`config.mk`:
```
export PLATFORM = sky130hd
export DESIGN_NAME = apb_master
export DESIGN_NICKNAME = d
export VERILOG_FILES = /design/src/rtl/apb_master.sv
export SDC_FILE = /design/constraint.sdc
export NUM_CORES = 1
export LEC_CHECK = 0
export CAP_MARGIN = 20
export CORE_MARGIN = 2
export CORE_UTILIZATION = 40
export CTS_CLUSTER_SIZE = 16
export DETAILED_ROUTE_END_ITERATION = 6
export GPL_TIMING_DRIVEN = 0
export PLACE_DENSITY = 0.78
export SLEW_MARGIN = 20
export SYNTH_ARGS = -nofsm -noshare
export SYNTH_HDL_FRONTEND = slang
export SYNTH_SLANG_ARGS = --single-unit
```
`constraint.sdc`:
```
create_clock -name iPCLK -period 9 [get_ports iPCLK]
set_input_delay 1.8 -clock iPCLK [delete_from_list [all_inputs] [get_ports iPCLK]]
set_output_delay 1.8 -clock iPCLK [all_outputs]
set_load 0.01 [all_outputs]
```
`src/rtl/apb_master.sv`:
```
// APB4 initiator: turns a valid/ready request into a single APB transfer,
// with wait states, PSLVERR reporting and an optional PREADY stall timeout.
module apb_master #(
  parameter int AW          = 16,
  parameter int DW          = 32,
  parameter int TIMEOUT_CYC = 16
) (
  input  logic            iPCLK,
  input  logic            iPRESET,
  input  logic            iREQ_VALID,
  output logic            oREQ_READY,
  input  logic            iREQ_WRITE,
  input  logic [AW-1:0]   iREQ_ADDR,
  input  logic [DW-1:0]   iREQ_WDATA,
  input  logic [DW/8-1:0] iREQ_STRB,
  output logic            oRSP_VALID,
  output logic [DW-1:0]   oRSP_RDATA,
  output logic            oRSP_ERR,
  output logic            oRSP_TIMEOUT,
  output logic            oPSEL,
  output logic            oPENABLE,
  output logic            oPWRITE,
  output logic [AW-1:0]   oPADDR,
  output logic [DW-1:0]   oPWDATA,
  output logic [DW/8-1:0] oPSTRB,
  input  logic [DW-1:0]   iPRDATA,
  input  logic            iPREADY,
  input  logic            iPSLVERR
);

  localparam int         SW     = DW / 8;
  localparam bit         TO_EN  = (TIMEOUT_CYC != 0);
  localparam logic [7:0] TO_LIM = 8'(TIMEOUT_CYC);

  typedef enum logic [1:0] {IDLE, SETUP, ACCESS} state_t;

  state_t          state_q, state_d;
  logic            pwrite_q, pwrite_d;
  logic [AW-1:0]   paddr_q, paddr_d;
  logic [DW-1:0]   pwdata_q, pwdata_d;
  logic [SW-1:0]   pstrb_q, pstrb_d;
  logic [7:0]      cnt_q, cnt_d;
  logic            rsp_valid_q, rsp_valid_d;
  logic [DW-1:0]   rsp_rdata_q, rsp_rdata_d;
  logic            rsp_err_q, rsp_err_d;
  logic            rsp_to_q, rsp_to_d;

  always_ff @(posedge iPCLK or posedge iPRESET) begin
    if (iPRESET) begin
      state_q     <= IDLE;
      pwrite_q    <= 1'b0;
      paddr_q     <= '0;
      pwdata_q    <= '0;
      pstrb_q     <= '0;
      cnt_q       <= '0;
      rsp_valid_q <= 1'b0;
      rsp_rdata_q <= '0;
      rsp_err_q   <= 1'b0;
      rsp_to_q    <= 1'b0;
    end else begin
      state_q     <= state_d;
      pwrite_q    <= pwrite_d;
      paddr_q     <= paddr_d;
      pwdata_q    <= pwdata_d;
      pstrb_q     <= pstrb_d;
      cnt_q       <= cnt_d;
      rsp_valid_q <= rsp_valid_d;
      rsp_rdata_q <= rsp_rdata_d;
      rsp_err_q   <= rsp_err_d;
      rsp_to_q    <= rsp_to_d;
    end
  end

  always_comb begin
    state_d     = state_q;
    pwrite_d    = pwrite_q;
    paddr_d     = paddr_q;
    pwdata_d    = pwdata_q;
    pstrb_d     = pstrb_q;
    cnt_d       = cnt_q;
    rsp_valid_d = 1'b0;
    rsp_rdata_d = rsp_rdata_q;
    rsp_err_d   = rsp_err_q;
    rsp_to_d    = rsp_to_q;
    case (state_q)
      IDLE: begin
        if (iREQ_VALID) begin
          pwrite_d = iREQ_WRITE;
          paddr_d  = iREQ_ADDR;
          // APB4: reads drive zero strobes; write data keeps its old value on reads
          pstrb_d  = iREQ_WRITE ? iREQ_STRB : '0;
          if (iREQ_WRITE) pwdata_d = iREQ_WDATA;
          cnt_d    = '0;
          state_d  = SETUP;
        end
      end
      SETUP: state_d = ACCESS;
      ACCESS: begin
        // Once the stall budget is spent the abort wins, even over a late PREADY
        if (TO_EN && cnt_q == TO_LIM) begin
          state_d     = IDLE;
          rsp_valid_d = 1'b1;
          rsp_rdata_d = '0;
          rsp_err_d   = 1'b1;
          rsp_to_d    = 1'b1;
        end else if (iPREADY) begin
          state_d     = IDLE;
          rsp_valid_d = 1'b1;
          rsp_rdata_d = pwrite_q ? '0 : iPRDATA;
          rsp_err_d   = iPSLVERR;
          rsp_to_d    = 1'b0;
        end else if (cnt_q != 8'hFF) begin
          cnt_d = cnt_q + 8'd1;
        end
      end
      default: state_d = IDLE;
    endcase
  end

  assign oREQ_READY   = (state_q == IDLE);
  assign oPSEL        = (state_q != IDLE);
  assign oPENABLE     = (state_q == ACCESS);
  assign oPWRITE      = pwrite_q;
  assign oPADDR       = paddr_q;
  assign oPWDATA      = pwdata_q;
  assign oPSTRB       = pstrb_q;
  assign oRSP_VALID   = rsp_valid_q;
  assign oRSP_RDATA   = rsp_rdata_q;
  assign oRSP_ERR     = rsp_err_q;
  assign oRSP_TIMEOUT = rsp_to_q;

endmodule

```
Word-level counts from Yosys, hierarchy flattened
Cells that the tools add are included.
- register bits after elaboration: 98
- latch bits: 0
- RAM bits: 0
- ROM bits: 0
- output and inout port bits: 91
- memories kept: 0
- add/sub/neg operators: 1
- multipliers: 0
- div/mod/pow operators: 0
- $lt $le $gt $ge: 0
- equality and inequality tests: 9
- shift operators: 0
- mux-type cells: 20
- bitwise logic cells: 0
- reductions and logical operators: 9
- operator list (cell ; count):
    32-bit two-way mux ; 3
    8-bit two-way mux ; 4
    8-bit case mux with 2 select lines ; 1
    8-bit by 1-bit adder with 8-bit output (second input constant) ; 1
    8-bit by 5-bit == test with 1-bit output (second input constant) ; 1
    8-bit != test (second input constant) ; 1
    1-bit two-way mux ; 7
    2-bit two-way mux ; 3
    2-bit != test (second input constant) ; 3
    2-bit case mux with 3 select lines ; 1
    2-bit AND reduction ; 3
    2-bit nonzero test ; 3
    5-bit AND reduction ; 1
    4-bit two-way mux ; 1
    3-bit by 1-bit != test with 1-bit output (second input constant) ; 1
    3-bit AND reduction ; 1
    2-bit by 1-bit == test with 1-bit output (second input constant) ; 1
    2-bit == test (second input constant) ; 1
    2-bit zero test ; 1
    2-bit by 1-bit != test with 1-bit output (second input constant) ; 1

Logic depth before layout (Yosys ltp)
Gate-level depths: netlist (run 1).
- depth in word-level cells: 5
- mapped depth: 7

Worst setup path before layout (run 1)
No wires, ideal clock.
- path kind: in2reg
- from: input iPREADY
- to: register cnt_q[7]
- setup time: 119 ps
- arrival: 2762 ps
- data required time: 8881 ps
- slack: 6120 ps
- stages on the path: 4
- path buffers: 0
- path through: nor3b_2 > o21ai_4 > o41a_2 > o21a_1
- longest elaborated chain between the ends: 2
- ends and longest elaborated chain (item ; RTL line ; text):
    from (decl) ; 27 ; input logic iPREADY,
    2-bit != test (no source line) ; n/a ;
    5-bit AND reduction (no source line) ; n/a ;
    to (signal assigned) ; 66 ; cnt_q <= cnt_d;
    to (decl) ; 42 ; logic [7:0] cnt_q, cnt_d;
No other way between the ends.
A chain may end at the register's enable or synchronous reset.

Worst setup path after layout (run 1)
- from: register state_q[0]
- to: output oPENABLE
- longest elaborated chain between the ends: 1
- ends and longest elaborated chain (item ; RTL line ; text):
    from (decl) ; 37 ; state_t state_q, state_d;
    from (signal assigned) ; 61 ; state_q <= state_d;
    2-bit == test ; 122 ; assign oPENABLE = (state_q == ACCESS);
    to (decl) ; 21 ; output logic oPENABLE,
No other way between the ends.

==> impl_metrics.tcl, run 1 <==
set metrics [dict create \
    status "completed" \
    worstPathRequired_ns 7.20 \
    timing.setup.tns_ns 0 \
    postCtsSetupBuffers 0 \
    critical_path_arrival_ns 1.80 \
    synth_area_per_cell_um2 10.8 \
    post_synth_main_area_contributors "dfrtp_1 (60%), mux2_1 (8.8%), nand2_1 (8.4%)" \
    detail_route.iter0.violations 179 \
    max_slew_margin 0.685 \
    crit_start_category "flop" \
    cp_max_fo 9 \
    post_synth_top_area_cell "dfrtp_1" \
    timing.critical_path.to_type "output pin" \
    ys.flop_type "dfrtp_1" \
    timing_max_transition_violations_final 0 \
    pin_count_of_the_biggest_net_entering_global_routing 75 \
    critical_path_depth 4 \
    via_count_of_the_first_global_routing_pass 3626 \
    num-fill-cells 768 \
    die_height_um 105 \
    cts.hold.buffers_added 0 \
    stdcell_area_um2 6280 \
    start_util 0.415 \
    seqCellArea_um2 2450 \
    post_cts_resized 0 \
    syn-instance-count 377 \
    critical-path-slowest-cell "clkdlybuf4s50_1" \
    drt_drc_violations_left 0 \
    clkTransAtPathRegs_ns 0.09 \
    ioPinCount 181 \
    holdPathStages 2 \
    fp.dieArea_um2 11100 \
    core-area_um2 9860 \
    detail-route-antenna-nets 0 \
    leakage_nw 2.73 \
    post_synthesis_cell_area_um2 4090 \
    synth_edf_count 0 \
    layout-area-overhead-vs-synth_pct 53.6 \
    timing.final.crit_period_ns 3.60 \
    io_buffers 180 \
    clock_path_buffers 2 \
    multi_input_area_um2 1510 \
    yosysUniqueCellTypes 44 \
    cp_num_buf_inv 3 \
    synth_warnings 0 \
    num_clock_sinks 98 \
    crit_path_cell_trace "inv_2, nand2_4, inv_1, clkdlybuf4s50_1" \
    ys_seq_area_frac 0.600 \
    post_drt_wl_per_cell_um 15.1 \
    cts-buffers-inserted 9 \
    reg2reg_slack_ns 7.00 \
    row_count 36 \
    worst_path_largest_cell_delay_ns 0.61 \
    timing_worst_setup_path_type "reg2out" \
    first_pass_grt_wire_length_mm 17.7 \
    asr_flop_ratio_synth 1.00 \
    via_count 3450 \
    detail_route.first_pass.iterations 4 \
    synth.ff_latch_count 98 \
    maxCapViolCount 0 \
    worst_slew_pin_slew_ns 0.470 \
    kind_of_path_behind_the_tightest_hold_check "reg2reg" \
    n_antenna_cell 0 \
    place_congestion 0.864 \
    grt_overflow 0 \
    worstRegToRegCells 7 \
    critPathTopFamily "buffers and inverters" \
    fin_crit_share 0.400 \
    power_density_nw_per_um2 313 \
    antenna_found_initial 0 \
    cts.root.buffer_cell "clkbuf_8" \
    grt_util_all_layers 0.198 \
    setup-violations-final 0 \
    chipWidth_um 105 \
    synth_nets 469 \
    upper_clock_frequency_limit_mhz 277 \
    totalWireLength_mm 10.7 \
    fraction_of_layout_instances_using_a_drive_strength_above_1 0.0785 \
    final-hold-violation-count 0 \
    clock-skew-final_ns 0.0108 \
    avgViaCountPerCell 4.89 \
    post-dp-hpwl_mm 8.05 \
    clock_network_latency_to_the_later_pin_of_the_worst_skew_pair_ns 0.35 \
    place_area_um2 6090 \
    share_of_the_synthesized_area_in_the_top_cell_type 0.600 \
    unrepaired_setup_endpoints_after_global_routing "false" \
    tritoncts_clock_tree "built" \
    cts_max_level 3 \
    finalNetCount 661 \
    vdd.ir_drop.worst_mv 0.166 \
]
-- tightest hold or removal path: cells and delay by family, from the launching register on --
| kind | cells | cell delay [ns] |
|---|---|---|
| flip-flops | 1 | 0.35 |
| AND/OR/NAND/NOR | 2 | 0.11 |
-- flip-flops by register name, summed over array words and instances, names as in the netlist, 2 cells and up --
| name | cells |
|---|---|
| state_q | 2 |
| oPSTRB | 4 |
| oPADDR | 16 |
| cnt_q | 8 |
| oPWDATA | 32 |
| oRSP_RDATA | 32 |
-- per-layer routing --
layer,up-vias,track usage,share of wire
met5,-,0,0
met4,0,0.0676,0.021
met3,16,0.0331,0.040
met2,103,0.352,0.53
met1,1655,0.243,0.41
li1,1676,-,-
-- stage by stage --
| stage | setup slack, ns | util | std cells | hold slack, ns | power (W) |
|---|---|---|---|---|---|
| CTS | 5.37 | 0.637 | 706 | 0.480 | 0.00199 |
| global placement | 3.25 | 0.614 | 690 | 0.453 | 0.00168 |
| detailed placement | 5.52 | 0.617 | 691 | 0.463 | 0.00171 |
| finish | 5.40 | 0.637 | 706 | 0.481 | 0.00197 |
| global route | 5.30 | 0.637 | 706 | 0.503 | 0.00210 |
| floorplan | 4.64 | - | 377 | 0.498 | 0.00116 |
-- placed cells by master (no fill, tap or decap), drive strengths merged, types with 3 or more instances in the layout --
cell / Yosys / routed
nor2: 4 / 4
clkdlybuf4s50: 0 / 180
o21ai: 71 / 71
a31oi: 5 / 5
nand3: 8 / 8
dfrtp: 98 / 98
a21oi: 3 / 3
buf: 11 / 12
nand2: 95 / 95
clkbuf: 11 / 21
mux2: 32 / 32
inv: 8 / 9
nor3: 4 / 4
-- path summary, 6_finish.rpt --
kind                            start              to
max                        state_q[0]        oPENABLE
min                        oPADDR[13]      oPADDR[13]
max reg2reg                  cnt_q[0]   oRSP_RDATA[1]
min reg2reg                oPADDR[13]      oPADDR[13]
max in group asynchronous     iPRESET  oRSP_RDATA[21]
min in group asynchronous     iPRESET     oPWDATA[31]
-- area by class of cell --
class | instances | share of cell area
plain buffers | 22 | 0.0159
multi-input cells | 249 | 0.240
well taps | 133 | 0.0265
clock buffers | 10 | 0.0203
repair buffers | 181 | 0.291
inverters | 8 | 0.00558
clock inverters | 5 | 0.0102
flip-flops and latches | 98 | 0.390
-- power by group --
group	internal (W)	leakage, nW	total, W	switching, W
clock	0.000129	0.0929	0.000276	0.000147
combinational	0.000519	1.41	0.000947	0.000429
sequential	0.000637	1.23	0.000745	0.000108
-- cell usage after synthesis, types with 2 or more instances --
cell type	number
and3_1	2
o21ai_0	5
mux2_1	32
a21oi_1	3
inv_2	3
a211oi_2	2
buf_1	2
nor2_1	4
ha_1	2
dfrtp_1	98
nand2_2	2
inv_1	5
clkbuf_1	11
buf_2	8
nor3_1	3
o21ai_1	65
nand3_1	8
nand2_1	92
a21o_1	2
a31oi_1	4
-- logic make-up (layout without fill, tap and decap cells) --
logic type	Yosys count	count (layout)	share of synthesized area
simple gates	121	121	0.136
fa+ha+maj	2	2	0.00612
mux	33	33	0.0905
flops	98	98	0.600
compound gates	93	93	0.136
buf+inv	30	226	0.0318
Note: power is estimated with default switching activity, not from simulation.
==> inputs of run 2 (changes only) <==
--- a/config.mk
+++ b/config.mk
@@ -7,7 +7,7 @@
 export LEC_CHECK = 0
 export CAP_MARGIN = 20
 export CORE_MARGIN = 2
-export CORE_UTILIZATION = 40
+export CORE_UTILIZATION = 38
 export CTS_CLUSTER_SIZE = 16
 export DETAILED_ROUTE_END_ITERATION = 6
 export GPL_TIMING_DRIVEN = 0
==> constraint.sdc (replaced) <==
create_clock -name iPCLK -period 2.9 [get_ports iPCLK]
set_input_delay 0.58 -clock iPCLK [delete_from_list [all_inputs] [get_ports iPCLK]]
set_output_delay 0.58 -clock iPCLK [all_outputs]
set_load 0.01 [all_outputs]
==> run 2 against run 1 <==
  * Sequential power rose to 3.1 times the previous value
  * Wire length rose by 2.7%
  * Die area rose by 5.1%
  * Critical endpoint unchanged
  * First-iteration DRC count rose by 10%
==> impl_metrics.tcl, run 2 (same netlist as run 1, synthesis figures left out) <==
set metrics [dict create \
    status "completed" \
    kind_of_path_behind_the_tightest_hold_check "reg2reg" \
    clock_path_buffers 2 \
    critical_path_arrival_ns 1.83 \
    vdd.ir_drop.worst_mv 0.428 \
    finalNetCount 662 \
    regToRegStartpoint "cnt_q[0]" \
    comb_power_share 0.484 \
    detail_route.first_pass.iterations 5 \
    leakage_nw 2.73 \
    num_clock_sinks 98 \
    ioPinCount 181 \
    grt_overflow 0 \
    drt_drc_violations_left 0 \
    layout-area-overhead-vs-synth_pct 53.8 \
    die_height_um 108 \
    grt_util_all_layers 0.193 \
    post_cts_resized 0 \
    timing.setup.tns_ns 0 \
    maxCapViolCount 0 \
    finalCoreUtilization 0.607 \
    chipWidth_um 108 \
    cts.hold.buffers_added 0 \
    core-area_um2 10400 \
    intPower_w 0.00391 \
    tritoncts_clock_tree "built" \
    fp.dieArea_um2 11600 \
    swShare 0.357 \
    final_cell_mix "clkdlybuf4s50_1 (180), dfrtp_1 (98), nand2_1 (92)" \
    dpl.cell_count 695 \
    detail_route.iter0.violations 197 \
    first_pass_grt_wire_length_mm 17.5 \
    layout_commonest_cell "clkdlybuf4s50_1" \
    fin_crit_share 0.831 \
    totalWireLength_mm 10.9 \
    post-dp-hpwl_mm 8.50 \
    holdPathStages 2 \
    place_congestion 0.874 \
    power_frac_seq 0.379 \
    fin_cells 711 \
    worstPathRequired_ns 2.32 \
    final-hold-violation-count 0 \
    crit_start_category "flop" \
    cts_max_level 3 \
    report.power.total_w 0.00608 \
    whs_endpoint "oPSTRB[1]" \
    hold_start "oPSTRB[1]" \
    power.share.clock 0.138 \
    crit_path_cell_trace "inv_2, nand2_4, inv_1, clkdlybuf4s50_1" \
    unrepaired_setup_endpoints_after_global_routing "false" \
    io_buffers 180 \
    post_drt_wl_per_cell_um 15.4 \
    via_count 3542 \
    antenna_found_initial 0 \
    clock_network_latency_to_the_later_pin_of_the_worst_skew_pair_ns 0.37 \
    cp_num_buf_inv 3 \
    worst_path_largest_cell_delay_ns 0.60 \
    fraction_of_layout_instances_using_a_drive_strength_above_1 0.0835 \
    setup-violations-final 0 \
    clock-skew-final_ns 0.0171 \
    worstRegToRegCells 7 \
    clkTransAtPathRegs_ns 0.09 \
    n_antenna_cell 0 \
    pin_count_of_the_biggest_net_entering_global_routing 36 \
    power_density_nw_per_um2 967 \
    worstSetupStartpoint "state_q[0]" \
    timing_worst_setup_path_type "reg2out" \
    critical-path-slowest-cell "clkdlybuf4s50_1" \
    reg2reg_slack_ns 0.87 \
    power.net_switching_w 0.00217 \
    cts-buffers-inserted 9 \
    timing.final.crit_period_ns 2.41 \
    max_slew_margin 0.490 \
    num-fill-cells 879 \
    via_count_of_the_first_global_routing_pass 3467 \
    timing.critical_path.to_type "output pin" \
    postCtsSetupBuffers 0 \
    worst_slew_pin_slew_ns 0.763 \
    timing_max_transition_violations_final 0 \
    critPathTopFamily "buffers and inverters" \
    start_util 0.394 \
    row_count 37 \
    crit-reg2reg-capture "oRSP_RDATA[31]" \
    cts.root.buffer_cell "clkbuf_8" \
    avgViaCountPerCell 4.98 \
    upper_clock_frequency_limit_mhz 415 \
    detail-route-antenna-nets 0 \
    cp_max_fo 9 \
]
==> run 2: cell count changes in the layout (fill, tap and decap cells not counted) <==
cell,before,now
inv_6,2,3
clkinv_4,2,1
buf_16,1,0
clkbuf_1,12,11
clkinv_2,0,2
clkinv_8,0,1
bufinv_16,1,0
buf_12,0,2
==> run 2: worst max path at each step <==
stage                               end  slack (ns)  depth (start not counted)
after detailed placement    oPWDATA[27]        0.64                          5
after global placement    oRSP_RDATA[6]        0.18                          2
after CTS                      oPENABLE        0.45                          4
after global routing           oPENABLE        0.34                          4
after floorplan                cnt_q[0]        1.16                          1
final                          oPENABLE        0.49                          4
==> run 2: cell type report <==
| type | instances | area, um^2 | area share |
|---|---|---|---|
| timing repair buffer | 182 | 1840 | 0.293 |
| multi-input combinational | 249 | 1510 | 0.240 |
| tap | 136 | 170 | 0.0270 |
| sequential | 98 | 2450 | 0.390 |
| clock inverter | 7 | 61.3 | 0.00975 |
| buffer | 22 | 100 | 0.0159 |
| clock buffer | 9 | 124 | 0.0197 |
| inverter | 8 | 33.8 | 0.00537 |
==> run 2: per-layer routing <==
layer | track usage | routed length [um] | vias up | share of wire
met5 | 0 | 0 | - | 0
met4 | 0.0430 | 138 | 0 | 0.013
met3 | 0.0575 | 744 | 15 | 0.068
met2 | 0.338 | 5690 | 121 | 0.52
met1 | 0.234 | 4380 | 1727 | 0.40
li1 | - | - | 1679 | -
==> run 2: metrics by stage <==
stage	hold WS (ns)	worst slack [ns]	instance area, um^2
3_3_place_gp	0.453	0.180	6070
5_1_grt	0.504	0.340	6290
6_report	0.477	0.491	6290
3_5_place_dp	0.460	0.641	6110
4_1_cts	0.484	0.446	6290
2_1_floorplan	0.498	1.16	4090
==> run 2: worst reg2reg max path: cells and delay by family (launching register included) <==
kind	cells	cell delay, ns
AND/OR/NAND/NOR	2	0.27
flip-flops	1	0.42
adder cells (fa/ha/maj)	1	0.21
AO/OA/AOI/OAI	2	0.58
buffers and inverters	2	0.49
==> run 2: power groups by stage <==
stage	sequential [W]	combinational, W	clock (W)
after floorplan	0.00259	0.00102	0
after global placement	0.00230	0.00290	0
after global routing	0.00238	0.00320	0.000924
after CTS	0.00231	0.00298	0.000862
after detailed placement	0.00234	0.00298	0
final	0.00230	0.00294	0.000837
